===== src/rtl/sge_serial_pkg.sv =====
// Shared definitions for the bit-serial signed greater-or-equal comparator.
// Holds the FSM encoding and the MSB-time GE decision table.
package sge_serial_pkg;

  typedef enum logic {
    ST_IDLE  = 1'b0,
    ST_SHIFT = 1'b1
  } state_e;

  // GE truth table indexed by {b, a, d}: rows (0,0,0) (0,1,0) (0,1,1) (1,1,0) as (a,b,d)
  localparam logic [7:0] GE_TABLE = 8'h71;

  function automatic logic ge_decide(input logic a, input logic b, input logic d);
    logic [2:0] idx;
    idx = {b, a, d};
    return GE_TABLE[idx];
  endfunction

endpackage


===== src/rtl/sge_serial_sub_slice.sv =====
// Single combinational full-adder slice used for the serial A + ~B + 1 subtraction.
module serial_sub_slice (
  input  logic a,
  input  logic bn,
  input  logic c,
  output logic d,
  output logic c_out
);

  always_comb begin
    d     = a ^ bn ^ c;
    c_out = (a & bn) | (a & c) | (bn & c);
  end

endmodule


===== src/rtl/sge_serial.sv =====
// Bit-serial signed A >= B / A == B comparator, operands LSB-first.
// One adder slice plus registered carry, zero flag and bit counter.
module sge_serial
  import sge_serial_pkg::*;
#(
  parameter int unsigned WIDTH = 4
) (
  input  logic CLK,
  input  logic RESETN,
  input  logic START,
  input  logic IN_VALID,
  input  logic I0,
  input  logic I1,
  output logic BUSY,
  output logic VALID,
  output logic O,
  output logic EQ
);

  localparam int unsigned CNT_W = $clog2(WIDTH);

  state_e           state_q, state_d;
  logic             carry_q, carry_d;
  logic             zero_q, zero_d;
  logic [CNT_W-1:0] cnt_q, cnt_d;
  logic             busy_q, busy_d;
  logic             valid_q, valid_d;
  logic             o_q, o_d;
  logic             eq_q, eq_d;

  logic             accept;
  logic             carry_in;
  logic             zero_in;
  logic [CNT_W-1:0] bit_idx;
  logic             diff;
  logic             carry_out;

  serial_sub_slice u_slice (
    .a     (I0),
    .bn    (~I1),
    .c     (carry_in),
    .d     (diff),
    .c_out (carry_out)
  );

  // START always restarts the operation, whether idle or mid-comparison
  always_comb begin
    accept   = START | ((state_q == ST_SHIFT) & IN_VALID);
    carry_in = START ? 1'b1 : carry_q;
    zero_in  = START ? 1'b1 : zero_q;
    bit_idx  = START ? '0 : cnt_q;
  end

  always_comb begin
    state_d = state_q;
    carry_d = carry_q;
    zero_d  = zero_q;
    cnt_d   = cnt_q;
    valid_d = 1'b0;
    o_d     = o_q;
    eq_d    = eq_q;

    if (accept) begin
      carry_d = carry_out;
      zero_d  = zero_in & ~diff;
      cnt_d   = bit_idx + CNT_W'(1);
      state_d = ST_SHIFT;
      if (bit_idx == CNT_W'(WIDTH - 1)) begin
        state_d = ST_IDLE;
        cnt_d   = '0;
        valid_d = 1'b1;
        o_d     = ge_decide(I0, I1, diff);
        eq_d    = zero_in & ~diff;
      end
    end

    busy_d = (state_d == ST_SHIFT);
  end

  always_ff @(posedge CLK or negedge RESETN) begin
    if (!RESETN) begin
      state_q <= ST_IDLE;
      carry_q <= 1'b1;
      zero_q  <= 1'b1;
      cnt_q   <= '0;
      busy_q  <= 1'b0;
      valid_q <= 1'b0;
      o_q     <= 1'b0;
      eq_q    <= 1'b0;
    end else begin
      state_q <= state_d;
      carry_q <= carry_d;
      zero_q  <= zero_d;
      cnt_q   <= cnt_d;
      busy_q  <= busy_d;
      valid_q <= valid_d;
      o_q     <= o_d;
      eq_q    <= eq_d;
    end
  end

  assign BUSY  = busy_q;
  assign VALID = valid_q;
  assign O     = o_q;
  assign EQ    = eq_q;

endmodule


===== config.mk =====
export PLATFORM = sky130hd
export DESIGN_NAME = sge_serial
export DESIGN_NICKNAME = d
export VERILOG_FILES = /design/src/rtl/sge_serial_pkg.sv /design/src/rtl/sge_serial_sub_slice.sv /design/src/rtl/sge_serial.sv
export SDC_FILE = /design/constraint.sdc
export NUM_CORES = 1
export LEC_CHECK = 0
export CORE_AREA = 2 2 39 41
export CTS_CLUSTER_SIZE = 10
export DETAILED_ROUTE_END_ITERATION = 16
export DIE_AREA = 0 0 41 43
export GPL_TIMING_DRIVEN = 0
export PLACE_DENSITY = 0.55
export SLEW_MARGIN = 20
export SYNTH_ARGS = -nofsm -noshare
export SYNTH_HDL_FRONTEND = slang
export SYNTH_SLANG_ARGS = --single-unit

===== constraint.sdc =====
create_clock -name CLK -period 3.6 [get_ports CLK]
set_input_delay 0.54 -clock CLK [delete_from_list [all_inputs] [get_ports CLK]]
set_output_delay 0.54 -clock CLK [all_outputs]
set_load 0.03 [all_outputs]

==> results of run 1 <==
-- kinds of logic after synthesis --
kind of cell    after synthesis
compound gates               12
simple gates                  9
flops                         8
buf+inv                       5
fa+ha+maj                     3
-- worst min-delay path: stages, from the launching register on --
cell,delay (ns)
dfrtp_1,0.34
nand2_1,0.05
nand2_1,0.05
-- metal layers --
metal	vias to the layer above	GRT usage [%]	share of wire (%)
met5	-	0	0
met2	12	15.0	44
met1	137	15.4	46
li1	147	-	-
met3	4	4.71	6.1
met4	0	12.0	3.9
-- path summary, 6_finish.rpt --
| path | to | slack [ns] | cells past startpoint |
|---|---|---|---|
| worst min-delay path | cnt_q[1] | 0.46 | 2 |
| worst max-delay path | BUSY | 1.63 | 1 |
| max in group asynchronous | carry_q | 2.74 | 1 |
| worst max register to register | EQ | 2.17 | 4 |
| worst min register to register | cnt_q[1] | 0.46 | 2 |
| min in group asynchronous | cnt_q[1] | 0.55 | 1 |
-- state kept, by name, summed over array words and instances (netlist names) --
name	cells
cnt_q	2
BUSY	1
O	1
zero_q	1
VALID	1
carry_q	1
EQ	1
-- area by class of cell --
cell class	count	area, sq um	share of cell area [%]
flip-flops and latches	8	203	36.7
plain buffers	1	11.3	2.04
multi-input cells	24	198	35.7
inverters	4	15.0	2.71
well taps	16	20.0	3.62
repair buffers	8	80.1	14.5
clock buffers	4	26.3	4.75
-- report_power, final --
part | total, W | switching [W] | leakage, nW | internal (W)
clock network | 0.0000824 | 0.0000395 | 0.0150 | 0.0000429
registers | 0.000125 | 0.0000124 | 0.0917 | 0.000113
logic | 0.000102 | 0.0000536 | 0.137 | 0.0000487
-- through the flow --
step / instance area (sq um) / std cells / setup slack [ns] / total power, W / util (%)
floorplan: 427 / 37 / 2.00 / 0.000189 / -
global placement: 527 / 61 / 1.61 / 0.000230 / 38.1
detailed placement: 527 / 61 / 1.60 / 0.000231 / 38.1
CTS: 553 / 65 / 1.63 / 0.000313 / 40.0
global route: 553 / 65 / 1.57 / 0.000329 / 40.0
finish: 553 / 65 / 1.63 / 0.000310 / 40.0
-- placed cells by master (no fill, tap or decap), drive strengths merged --
cell,count
o21a,1
a21oi,3
dfrtp,6
nor2b,2
o21ai,3
o211ai,1
a21o,1
buf,1
o2bb2ai,1
o22a,1
inv,4
o21bai,1
ha,1
nor2,2
clkdlybuf4s50,8
dfstp,2
and3,1
fa,2
clkbuf,4
nand2,4
==> metrics.txt, run 1 <==
status=finished, final reports clean; layout cells sized above 1=approximately 22%; final wirelength=around 800 microns; Yosys top cell by area=dfrtp_1; Worst Setup End Kind=output port; Initial DRC Count=0; post-synthesis cell type count=21; Post-DRT Antenna Nets=0; Post-DP HPWL=~570 microns; first-pass GRT wire length=around 1.3 mm; routed vias=300; synth top area cells=dfrtp_1 (35%), dfstp_2 (12%), fa_1 (9.4%); Sink Count=8; Cell Rows=14; synth warn=0; Mapped Cells=37; nets=just under 60; CTS buffer count=3; area grow syn2layout=29.6%; Synth Area in XOR/XNOR=0%; total iterations of the first detailed-routing run=1; Worst Tran Pin Value=~0.38 ns; crit share post-route=about 55%; most frequent cell after synthesis=dfrtp_1; Async SR Flop Fraction=100%; initial antenna violation count=0; crit path launch=BUSY; Root Buffer Master=clkbuf_4; Fillers=about 150; ANT cells=0; fin. max-slew vios=0; adder-cell share of the synthesized area=about an eighth; GRT overflow=0; Clock Latency Late Sink=around 0.27 ns; Setup Buffers After CTS=0; Die Height=43 microns; Synth Area in Compound Gates=22.3%; hold wc startpoint=cnt_q[1]; Synth top area share=around a third; Max VDD drop=approximately 0.19 mV; vias in the first global route=between 200 and 300; Mean Syn Cell Area=~12 sq um; chip width=~41 microns; Fin. Hold Viols=0; DRC Markers=0; crit path time final=slightly below 2 ns; Worst setup SP type=flip-flop; Critical Path AT=~1.4 ns; Post-Syn Area=roughly 430 sq um; Core Area=approximately 0.0014 sq mm; Gates resized, CTS repair=0; GPL Wtd Cong=0.658; fmax=507 MHz; main combinational cell family by area after synthesis=compound AO/OA/AOI/OAI gates; EDFF count, synth=0; starting density of the core=30.8%; crit path kind=reg -> out; mux cell area share after synthesis=0%; vias per cell=approximately 4.6; IO buf count=8; clock tree from TritonCTS=built; hold crit path type=reg -> reg; peak fanout along the critical path=6; CP required=~3.1 ns; WL/cell=12.1 microns; power per standard cell area=561 mW/mm^2; crit path buf inv count=1; I/O pins=10; Hold Slack=about 0.46 ns; Mapped Nets=46; Final setup viols=0; die area=about 0.0018 sq mm; Clock transition at path regs=around 0.07 ns; sequential-to-total area share from yosys stat=47.5%; cell breakdown of the critical path=clkdlybuf4s50_1; Synth top cells by count=dfrtp_1 (6), inv_1 (4), nand2_1 (3); Post-Synth Simple-Gate Area=between 10% and 20%; Leak Pwr=0.243 nW; FF-to-FF Start=carry_q; delay-heaviest family, CP=buffers and inverters; worst-case clock buffer depth=2; Most used DFF post-synth=dfrtp_1; TNS Setup=0 ns; CP max stage cell=clkdlybuf4s50_1; H-tree levels=1; relative slew slack=about three quarters; CP peak stage delay=about 0.71 ns; final clock skew=between 0.005 and 0.006 ns; Hold-fix buffers, CTS=0; max_cap viols=0; largest net degree at the start of global routing=11; GRT Util Overall=12.3%; synthesized flop and latch total=8; RSZ-0062 raised after global routing=false
(Power assumes the default switching activity.)
==> run 2: changes to the inputs <==
--- a/config.mk
+++ b/config.mk
@@ -10,7 +10,7 @@
 export DETAILED_ROUTE_END_ITERATION = 16
 export DIE_AREA = 0 0 41 43
 export GPL_TIMING_DRIVEN = 0
-export PLACE_DENSITY = 0.55
+export PLACE_DENSITY = 0.57
 export SLEW_MARGIN = 20
 export SYNTH_ARGS = -nofsm -noshare
 export SYNTH_HDL_FRONTEND = slang
==> constraint.sdc (replaced) <==
create_clock -name CLK -period 1.6 [get_ports CLK]
set_input_delay 0.24 -clock CLK [delete_from_list [all_inputs] [get_ports CLK]]
set_output_delay 0.24 -clock CLK [all_outputs]
set_load 0.03 [all_outputs]
==> metrics.txt, run 2 (synthesis gave the netlist of run 1 again) <==
routed vias=about 300; crit share post-route=94.7%; Clock transition at path regs=around 0.06 ns; Post-DRT Antenna Nets=0; FF-to-FF Start=carry_q; clock tree from TritonCTS=built; cell breakdown of the critical path=clkdlybuf4s50_1; vias in the first global route=~270; GPL Wtd Cong=~0.70; crit path launch=O; Cell Rows=14; Critical Path AT=approximately 1.3 ns; Post-DP HPWL=around 540 microns; CP max stage cell=clkdlybuf4s50_1; vias per cell=approximately 4.5; Worst Tran Pin Value=around 0.37 ns; power per standard cell area=1240 mW/mm^2; hold wc startpoint=START; crit path buf inv count=1; IO buf count=8; Initial DRC Count=2; final wirelength=726 microns; starting density of the core=30.8%; CP required=~1.4 ns; CP peak stage delay=roughly 0.67 ns; DRC Markers=0; max_cap viols=0; first-pass GRT wire length=around 1.2 mm; Sink Count=8; Top reg by flops=cnt_q; Core Area=around 0.0014 sq mm; CTS buffer count=3; WL/cell=between 10 and 15 microns; chip width=about 41 microns; largest net degree at the start of global routing=11; GRT Util Overall=10.5%; Worst Setup End Kind=output port; layout cells sized above 1=between 20% and 30%; DP Area=527 sq um; die area=roughly 0.0018 sq mm; most frequent cells in the layout=dfrtp_1 (6), clkdlybuf4s50_1 (6), inv_1 (4), nand2_1 (3), clkbuf_4 (3); Clock Latency Late Sink=between 0.2 and 0.3 ns; Worst setup SP type=flip-flop; delay-heaviest family, CP=buffers and inverters; GRT overflow=0; crit path kind=reg -> out; nets=between 50 and 60; TNS Setup=0 ns; final worst slack=about 0.085 ns; total power=0.000687 W; Max VDD drop=approximately 0.43 mV; area grow syn2layout=29.9%; fmax=around 660 MHz; Fin. Hold Viols=0; total iterations of the first detailed-routing run=4; max FFs per register=2; fin. max-slew vios=0; worst-case clock buffer depth=2; Die Height=approximately 43 microns; relative slew slack=approximately three quarters; status=finished, final reports clean; RSZ-0062 raised after global routing=false; peak fanout along the critical path=2; ANT cells=0; post-place setup slack=-0.113 ns; final clock skew=0.00629 ns; final core occ=roughly 40%; initial antenna violation count=0; Finished Cell Area=between 500 and 600 sq um; H-tree levels=1; crit path time final=around 1.5 ns; Root Buffer Master=clkbuf_4; Leak Pwr=0.256 nW; hold crit path type=in -> reg; Final setup viols=0; I/O pins=10
run 2: changes by cell type in the layout (fill, tap and decap cells not counted):
cell,delta
clkdlybuf4s50_1,-2
dlygate4sd2_1,+1
dlymetal6s2s_1,+1
run 2: worst paths after layout:
check	depth (start not counted)	slack, ns	endpoint
hold / removal	2	0.23	cnt_q[0]
setup reg to reg	4	0.17	EQ
hold reg to reg	2	0.46	cnt_q[1]
setup / recovery	1	0.08	O
min in group asynchronous	1	0.25	cnt_q[1]
max in group asynchronous	1	1.03	carry_q
run 2: stage by stage:
stage	hold slack, ns	std cells
6_report	0.232	65
5_1_grt	0.243	65
4_1_cts	0.241	65
3_5_place_dp	0.458	61
3_3_place_gp	0.454	61
2_1_floorplan	-0.0556	37
run 2: cell type report:
| class | count | area, sq um |
|---|---|---|
| multi-input cells | 24 | 198 |
| well taps | 16 | 20.0 |
| flip-flops and latches | 8 | 203 |
| plain buffers | 1 | 11.3 |
| clock buffers | 4 | 26.3 |
| repair buffers | 8 | 81.3 |
| fillers | 145 | 830 |
| inverters | 4 | 15.0 |
run 2: where the power goes:
group          switching, W  leakage [nW]  internal [W]  total [W]
logic              0.000121         0.149      0.000106   0.000227
registers         0.0000278        0.0917      0.000254   0.000282
clock network     0.0000816        0.0150     0.0000962   0.000178
total              0.000231         0.256      0.000456   0.000687
run 2: layer usage:
| layer | global-route usage (%) | vias up | routed length, microns |
|---|---|---|---|
| met3 | 3.14 | 3 | 31 |
| met2 | 12.8 | 9 | 318 |
| met4 | 8.00 | 0 | 19 |
| met5 | 0 | - | 0 |
| met1 | 14.8 | 134 | 356 |
| li1 | - | 148 | - |
run 2: timing repair:
item,CTS,global route
setup endpoints to repair,1,1
buffers inserted,0,0
pin swaps,0,0
hold buffers,0,0
resized for setup,1,1
